--- src/rtl/flash_page_writer.sv ---
// Page-buffered sequencer feeding the SPI flash controller command port:
// optional chip erase, one page program per 256 buffered bytes, then END.
package spi_pkg;
  typedef enum logic [1:0] {NONE = 2'd0, ERASE = 2'd1, WRITE = 2'd2, END = 2'd3} cmd_t;
endpackage

module flash_page_writer #(
  parameter logic [23:0] BASE_ADDR = 24'h000000,
  parameter bit          ERASE_EN  = 1'b1,
  parameter logic [7:0]  PAD_BYTE  = 8'hFF
) (
  input  logic                clk,
  input  logic                n_rst,
  input  logic                start,
  input  logic [7:0]          s_data,
  input  logic                s_valid,
  input  logic                s_last,
  output logic                s_ready,
  output spi_pkg::cmd_t       cmd,
  input  logic                cmd_done,
  output logic [23:0]         addr_in,
  input  logic [23:0]         addr_out,
  output logic [7:0]          data_in,
  output logic                busy,
  output logic                done,
  output logic                error,
  output logic [15:0]         pages_written
);
  typedef enum logic [3:0] {
    S_IDLE, S_ERASE_REQ, S_ERASE_WAIT, S_FILL, S_PAD, S_WRITE_REQ,
    S_WRITE_WAIT, S_NEXT, S_END_REQ, S_END_WAIT, S_DONE
  } state_t;

  state_t        state_q, state_d, req_nx;
  spi_pkg::cmd_t cmd_q, cmd_d, req_c;
  logic [23:0]   page_q, page_d;
  logic [7:0]    wr_ptr_q, wr_ptr_d, wdata;
  logic [15:0]   pw_q, pw_d;
  logic          last_q, last_d, done_q, done_d, err_q, err_d, we;
  logic [7:0]    mem [256];
  logic          unused_addr;

  // A command is only raised once the controller reports idle; otherwise the
  // REQ state holds NONE until cmd_done returns high.
  function automatic spi_pkg::cmd_t arm(input spi_pkg::cmd_t c, input logic idle);
    return idle ? c : spi_pkg::NONE;
  endfunction

  always_comb begin
    state_d  = state_q;
    cmd_d    = cmd_q;
    page_d   = page_q;
    wr_ptr_d = wr_ptr_q;
    last_d   = last_q;
    pw_d     = pw_q;
    done_d   = done_q;
    err_d    = err_q;
    we       = 1'b0;
    wdata    = s_data;
    req_c    = spi_pkg::NONE;
    req_nx   = state_q;
    case (state_q)
      S_IDLE: if (start) begin
        wr_ptr_d = 8'd0;
        page_d   = BASE_ADDR;
        pw_d     = 16'd0;
        done_d   = 1'b0;
        err_d    = 1'b0;
        last_d   = 1'b0;
        if (ERASE_EN) begin
          state_d = S_ERASE_REQ;
          cmd_d   = arm(spi_pkg::ERASE, cmd_done);
        end else begin
          state_d = S_FILL;
        end
      end
      S_ERASE_REQ:  begin req_c = spi_pkg::ERASE; req_nx = S_ERASE_WAIT; end
      S_ERASE_WAIT: if (cmd_done) state_d = S_FILL;
      S_FILL: if (s_valid) begin
        we       = 1'b1;
        wr_ptr_d = wr_ptr_q + 8'd1;
        if (s_last) last_d = 1'b1;
        if (wr_ptr_q == 8'hFF) begin
          state_d = S_WRITE_REQ;
          cmd_d   = arm(spi_pkg::WRITE, cmd_done);
        end else if (s_last) begin
          state_d = S_PAD;
        end
      end
      S_PAD: begin
        we       = 1'b1;
        wdata    = PAD_BYTE;
        wr_ptr_d = wr_ptr_q + 8'd1;
        if (wr_ptr_q == 8'hFF) begin
          state_d = S_WRITE_REQ;
          cmd_d   = arm(spi_pkg::WRITE, cmd_done);
        end
      end
      S_WRITE_REQ:  begin req_c = spi_pkg::WRITE; req_nx = S_WRITE_WAIT; end
      S_WRITE_WAIT: if (cmd_done) state_d = S_NEXT;
      S_NEXT: begin
        pw_d     = (pw_q == 16'hFFFF) ? pw_q : pw_q + 16'd1;
        wr_ptr_d = 8'd0;
        if (last_q || page_q == 24'hFFFF00) begin
          err_d   = ~last_q | err_q;
          state_d = S_END_REQ;
          cmd_d   = arm(spi_pkg::END, cmd_done);
        end else begin
          page_d  = page_q + 24'h000100;
          state_d = S_FILL;
        end
      end
      S_END_REQ:  begin req_c = spi_pkg::END; req_nx = S_END_WAIT; end
      // The controller parks in END with cmd_done low for good.
      S_END_WAIT: if (!cmd_done) begin
        state_d = S_DONE;
        done_d  = 1'b1;
      end
      S_DONE:  ;
      default: state_d = S_IDLE;
    endcase
    if (req_c != spi_pkg::NONE) begin
      if (cmd_q == spi_pkg::NONE) begin
        if (cmd_done) cmd_d = req_c;
      end else if (!cmd_done) begin
        cmd_d   = spi_pkg::NONE;
        state_d = req_nx;
      end
    end
  end

  always_ff @(posedge clk or negedge n_rst) begin
    if (!n_rst) begin
      state_q  <= S_IDLE;
      cmd_q    <= spi_pkg::NONE;
      page_q   <= BASE_ADDR;
      wr_ptr_q <= 8'd0;
      last_q   <= 1'b0;
      pw_q     <= 16'd0;
      done_q   <= 1'b0;
      err_q    <= 1'b0;
    end else begin
      state_q  <= state_d;
      cmd_q    <= cmd_d;
      page_q   <= page_d;
      wr_ptr_q <= wr_ptr_d;
      last_q   <= last_d;
      pw_q     <= pw_d;
      done_q   <= done_d;
      err_q    <= err_d;
    end
  end

  always_ff @(posedge clk) begin
    if (we) mem[wr_ptr_q] <= wdata;
  end

  // Combinational read: the controller moves addr_out only a bit-time ahead.
  assign data_in       = mem[addr_out[7:0]];
  assign unused_addr   = ^addr_out[23:8];
  assign s_ready       = (state_q == S_FILL);
  assign cmd           = cmd_q;
  assign addr_in       = page_q;
  assign busy          = !(state_q inside {S_IDLE, S_DONE});
  assign done          = done_q;
  assign error         = err_q;
  assign pages_written = pw_q;
endmodule

--- config.mk ---
export PLATFORM = sky130hd
export DESIGN_NAME = flash_page_writer
export DESIGN_NICKNAME = d
export VERILOG_FILES = /design/src/rtl/flash_page_writer.sv
export SDC_FILE = /design/constraint.sdc
export NUM_CORES = 2
export LEC_CHECK = 0
export CAP_MARGIN = 20
export CORE_MARGIN = 2
export CORE_UTILIZATION = 67
export DETAILED_ROUTE_END_ITERATION = 6
export PLACE_DENSITY = 0.81
export SLEW_MARGIN = 25
export SYNTH_ARGS = -nofsm -noshare
export SYNTH_HDL_FRONTEND = slang
export SYNTH_SLANG_ARGS = --single-unit
--- constraint.sdc ---
create_clock -name clk -period 9 [get_ports clk]
set_input_delay 1.8 -clock clk [delete_from_list [all_inputs] [get_ports clk]]
set_output_delay 1.8 -clock clk [all_outputs]
set_load 0.05 [all_outputs]
# After elaboration in Yosys (flattened, before gate mapping)
# Memories as Yosys holds them, arrays and structs flattened.
# Index checks and enable logic that the tools add are counted.
# op_classes
n_eq_ne	21
div	0
muxes	49
magnitude_cmp	0
n_addsub	3
bitwise_logic	2
n_shift	0
n_reduce_logical	17
n_mul	0
# ops
op	n
$mux 24	2
$mux 4	12
$pmux 24 s2	1
$mux 16	2
$pmux 16 s2	1
$pmux 4 s8	1
$pmux 8 s4	1
$add 24x9->24 const B	1
$eq 24x24->1 const B	1
$mux 8	3
$mux 2	10
$add 16x1->16 const B	1
$eq 16x16->1 const B	1
$eq 4x3->1 const B	4
$reduce_and 3->1	5
$ne 2x2->1 const B	7
$eq 4x4->1 const B	3
$pmux 4 s3	1
$reduce_bool 2->1	5
$mux 1	9
$add 8x1->8 const B	1
$eq 4x2->1 const B	2
$eq 8x8->1 const B	1
$pmux 1 s2	4
other kinds (13)	13
# totals
romBits	0
mem_count	1
ff_bits	57
out_inout_bits	54
elab_cells	101
latch_bits	0
ram_bits	2048
# mem_list
name	words	word_bits	read_ports	rd_ports_with_merged_regs	wr	line_no	text
mem	256	8	1	0	1	40	logic [7:0] mem [256];

# Longest topological paths before layout
# depth
ltp_word	7
mapped_depth	11
mapped_depth_nobuf	7

# Worst setup path before layout
# Ideal clock, no wire load.
# synth_path
path_kind	input to output
startpoint	input port addr_out[0]
endpoint	output port data_in[7]
arrival_ns	4.742
n_path_buf	4
required_ns	7.200
slack_ns	2.458
path_stages	10
cell_sequence	buf_6 > buf_12 > buf_6 > buf_6 > nor4_2 > a32oi_1 > a41o_1 > o21ai_0 > o32ai_1 > nor4_1
# synth_between
elab_chain_len	1
# synth_rtl
element	line_no	text
from (decl)	22	input logic [23:0] addr_out,
$mem_v2 256x8	--	
to (decl)	23	output logic [7:0] data_in,
# Every way passes these cells.

# Final worst setup path
# layout_path
startpoint	input port addr_out[7]
endpoint	output port data_in[0]
# The elaborated chain is that of the path after synthesis.

==> impl_metrics.yaml <==
run_status:
  status: "complete, no violations"
placed_design:
  buffer_ports.inserted: 67
  routabilityCongestion: 0.903
  detailedPlacementHpwl_um: 118000
floorplanning:
  core_area_sq_um: 122000
  die_w_um: 356
  start_util_pct: 67.8
  die_area_sq_um: 126000
  fp.dieH_um: 356
  pin_count: 92
  num_rows: 128
detailed_routing:
  drt_first_pass_iters: 6
  vias: 43700
  totalWireLength_um: 208000
  detail_route.vias_per_cell: 7.20
  route.antenna.remaining_nets: 0
  dr.first_iter.drc_count: 7127
  wl_per_cell_um: 34.3
  drc_errors: 0
sta:
  hold_violations: 0
  worst_pin_slew_ns: 1.14
  rsz0062_at_grt: "false"
  layout_worst_path_cycle_share_pct: 89.1
  finalWorstPathRequiredPeriod_ns: 8.02
  timing.fmax_mhz: 125
  relSlewSlack_pct: 23.8
  finalClockSkew_ns: 0.0310
  fin_setup_tns_ns: 0
  finalMaxSlewViolations: 0
  setup-violations-final: 0
grt:
  track_usage_pct: 33.4
  grt.overflow.total: 0
  grt_first_pass_wirelength_um: 300000
  grt_antenna_before_repair: 9
  first_global_vias: 43700
  largest_net_degree_at_the_start_of_global_routing: 257
run:
  maxCapViolCount: 0
power:
  switching_share_pct: 22.8
  switchingPower_uw: 4750
  pwr-share-clk_pct: 39.0
  leakage_uw: 0.0288
  comb_power_share_pct: 7.8
  powerDensity_nw_per_um2: 228
  internal_power_uw: 16100
  sequentialPowerShare_pct: 53.2
  ir_worst_vdd_v: 0.000301
cells_and_area:
  design.final.nets: 4329
  layout.core_utilization_pct: 74.7
  layout_common_cells: "2,048 x sky130_fd_sc_hd__edfxtp_1, 378 x sky130_fd_sc_hd__mux4_2, 313 x sky130_fd_sc_hd__nor2_1, 203 x sky130_fd_sc_hd__clkbuf_16, 159 x sky130_fd_sc_hd__mux2i_1"
  mostFrequentLayoutCell: "sky130_fd_sc_hd__edfxtp_1"
  sequential_cell_area_sq_um: 62700
  multi_input_area_sq_um: 18500
  share_of_final_layout_standard_cells_stronger_than_drive_strength_1_pct: 19.4
  fill_cells: 6272
  layout-area-overhead-vs-synth_pct: 10.2
yosys:
  yosys.cell_types.count: 85
  synth-async-reset-ratio_pct: 2.34
  yosys_register_bits: 2097
  synth_seq_area_share_pct: 75.7
  synthesis.area_per_instance_sq_um: 19.9
  most_used_flip_flop_cell_after_synthesis: "sky130_fd_sc_hd__edfxtp_1"
  syn-cell-area_sq_um: 82800
  postSynthCellCount: 4160
  synth-edff-count: 2048
  synth_warnings: 0
hold_path:
  timing.hold.worst.class: "flop to flop"
clock_tree:
  worstSkewPairLatency_ns: 0.81
  cts_max_path_buffers: 3
  resized_after_cts: 0
  cts_sinks: 2097
  post_cts_buffers: 0
  cts_made_buffers: 196
  clkSlewWorstSetupHoldPaths_ns: 0.06
  tritoncts: "yes"
  h-tree-depth: 4
  cts.hold.buffers_added: 0
  cts_root_buffer: "sky130_fd_sc_hd__clkbuf_16"
critical_path:
  critPathTopFamily: "buffers and inverters"
  worstReg2RegStart: "state_q[0]"
  worstPathArrival_ns: 6.22
  timing.critical_path.to: "data_in[0]"
  crit_path_frequent_cell: "sky130_fd_sc_hd__clkdlybuf4s50_1"
  criticalPathCategory: "input pin to output port"
  critical_path_startpoint: "addr_out[7]"
  crit_end_category: "output port"
  cp.required_ns: 7.20
  worst-r2r-setup-slack_ns: 4.86
  worstSetupPathDepth: 8
  cpMaxStageDelayCell: "sky130_fd_sc_hd__clkdlybuf4s50_1"
  path_buf_inv: 2
  worstSetupStartpointType: "input pin"
  slowest_delay_ns: 0.98
  worst-path-max-fanout: 9
  crit_chain: "clkdlybuf4s50_1 > and3b_1 > o221ai_1 > o21ai_0 > a211oi_1 > nor3_1 > nor4_1 > clkdlybuf4s50_1"
  rr_worst_depth: 7
  worstReg2RegEnd: "mem[60][1]"
[routing by layer]
metal  part of all wire, %  wire length (um)  up-vias  GRT usage [%]
met5                 0.029                60        -              0
met2                    48            100000     3458           51.9
met1                    34             70600    22200           45.6
met4                   5.7             11800        8           17.0
met3                    12             25900      617           7.32
li1                      -                 -    17400              -
[power by group through the flow]
stage               clock, uW  sequential [uW]  combinational [uW]
floorplan                   0            11300                 931
global placement            0            11300                1510
detailed placement          0            11300                1570
CTS                      8150            11100                1590
global route             8500            11100                1700
finish                   8130            11100                1630
[area by class of cell]
class                           count  share of cell area [%]
Clock inverter                    110                    1.06
Multi-Input combinational cell   1801                    20.2
Clock buffer                      243                    5.73
Antenna cell                        1                 0.00274
Tap cell                         1625                    2.23
Timing Repair Buffer              181                    2.02
Inverter                            8                  0.0329
Sequential cell                  2097                    68.7
[registers in the layout, indices dropped and copies added, names as in the netlist]
name / flops
pages_written: 16
addr_in: 16
wr_ptr_q: 8
done: 1
error: 1
mem: 2048
last_q: 1
cmd: 2
state_q: 4
[worst min-delay path: cells and delay by family, from the launching register on]
kind,cells,cell delay [ns]
and+or+nand+nor,1,0.05
DFF,1,0.37
AOI/OAI and AO/OA,1,0.08
[synthesized netlist by cell type (all sizes together), types with 32 or more instances]
| cell type | instances | area [sq um] |
|---|---|---|
| a22oi | 126 | 946 |
| nor3 | 36 | 180 |
| nand2 | 101 | 379 |
| clkbuf | 88 | 330 |
| mux2 | 47 | 533 |
| nor2 | 315 | 1180 |
| o22ai | 34 | 213 |
| dfrtp | 49 | 1230 |
| mux2i | 159 | 1590 |
| nand3 | 36 | 195 |
| a21oi | 102 | 514 |
| buf | 173 | 1400 |
| xor2 | 32 | 280 |
| o221ai | 48 | 433 |
| mux4 | 408 | 9300 |
| edfxtp | 2048 | 61500 |
[through the flow]
| step | power [uW] | hold WS (ns) | instance area, sq um | setup WS, ns | instances |
|---|---|---|---|---|---|
| 3_3_place_gp | 12800 | 0.494 | 85000 | 1.22 | 5708 |
| 5_1_grt | 21300 | 0.560 | 91300 | 1.10 | 6065 |
| 6_report | 20800 | 0.544 | 91300 | 0.982 | 6066 |
| 2_1_floorplan | 12300 | 0.495 | 82800 | 2.46 | 4167 |
| 3_5_place_dp | 12900 | 0.508 | 85000 | 1.26 | 5709 |
| 4_1_cts | 20800 | 0.537 | 91200 | 1.15 | 6062 |
[worst min-delay path by stage]
stage / from / endpoint / slack (ns) / cells after the start
2_1_floorplan: last_q / last_q / 0.50 / 2
3_3_place_gp: done / done / 0.49 / 2
3_5_place_dp: error / error / 0.51 / 2
4_1_cts: done / done / 0.54 / 2
5_1_grt: done / done / 0.56 / 2
6_report: done / done / 0.54 / 2
[kinds of logic after synthesis]
family | count (synthesis) | synth area share, %
flip-flops | 2097 | 75.7
AO/OA/AOI/OAI | 482 | 4.13
XOR/XNOR | 34 | 0.360
other | 1 | 0.00453
multiplexers | 614 | 13.8
buffers and inverters | 269 | 2.12
AND/OR/NAND/NOR | 657 | 3.75
adder cells (fa/ha/maj) | 6 | 0.0906
Note: power is estimated with default switching activity, not from simulation.
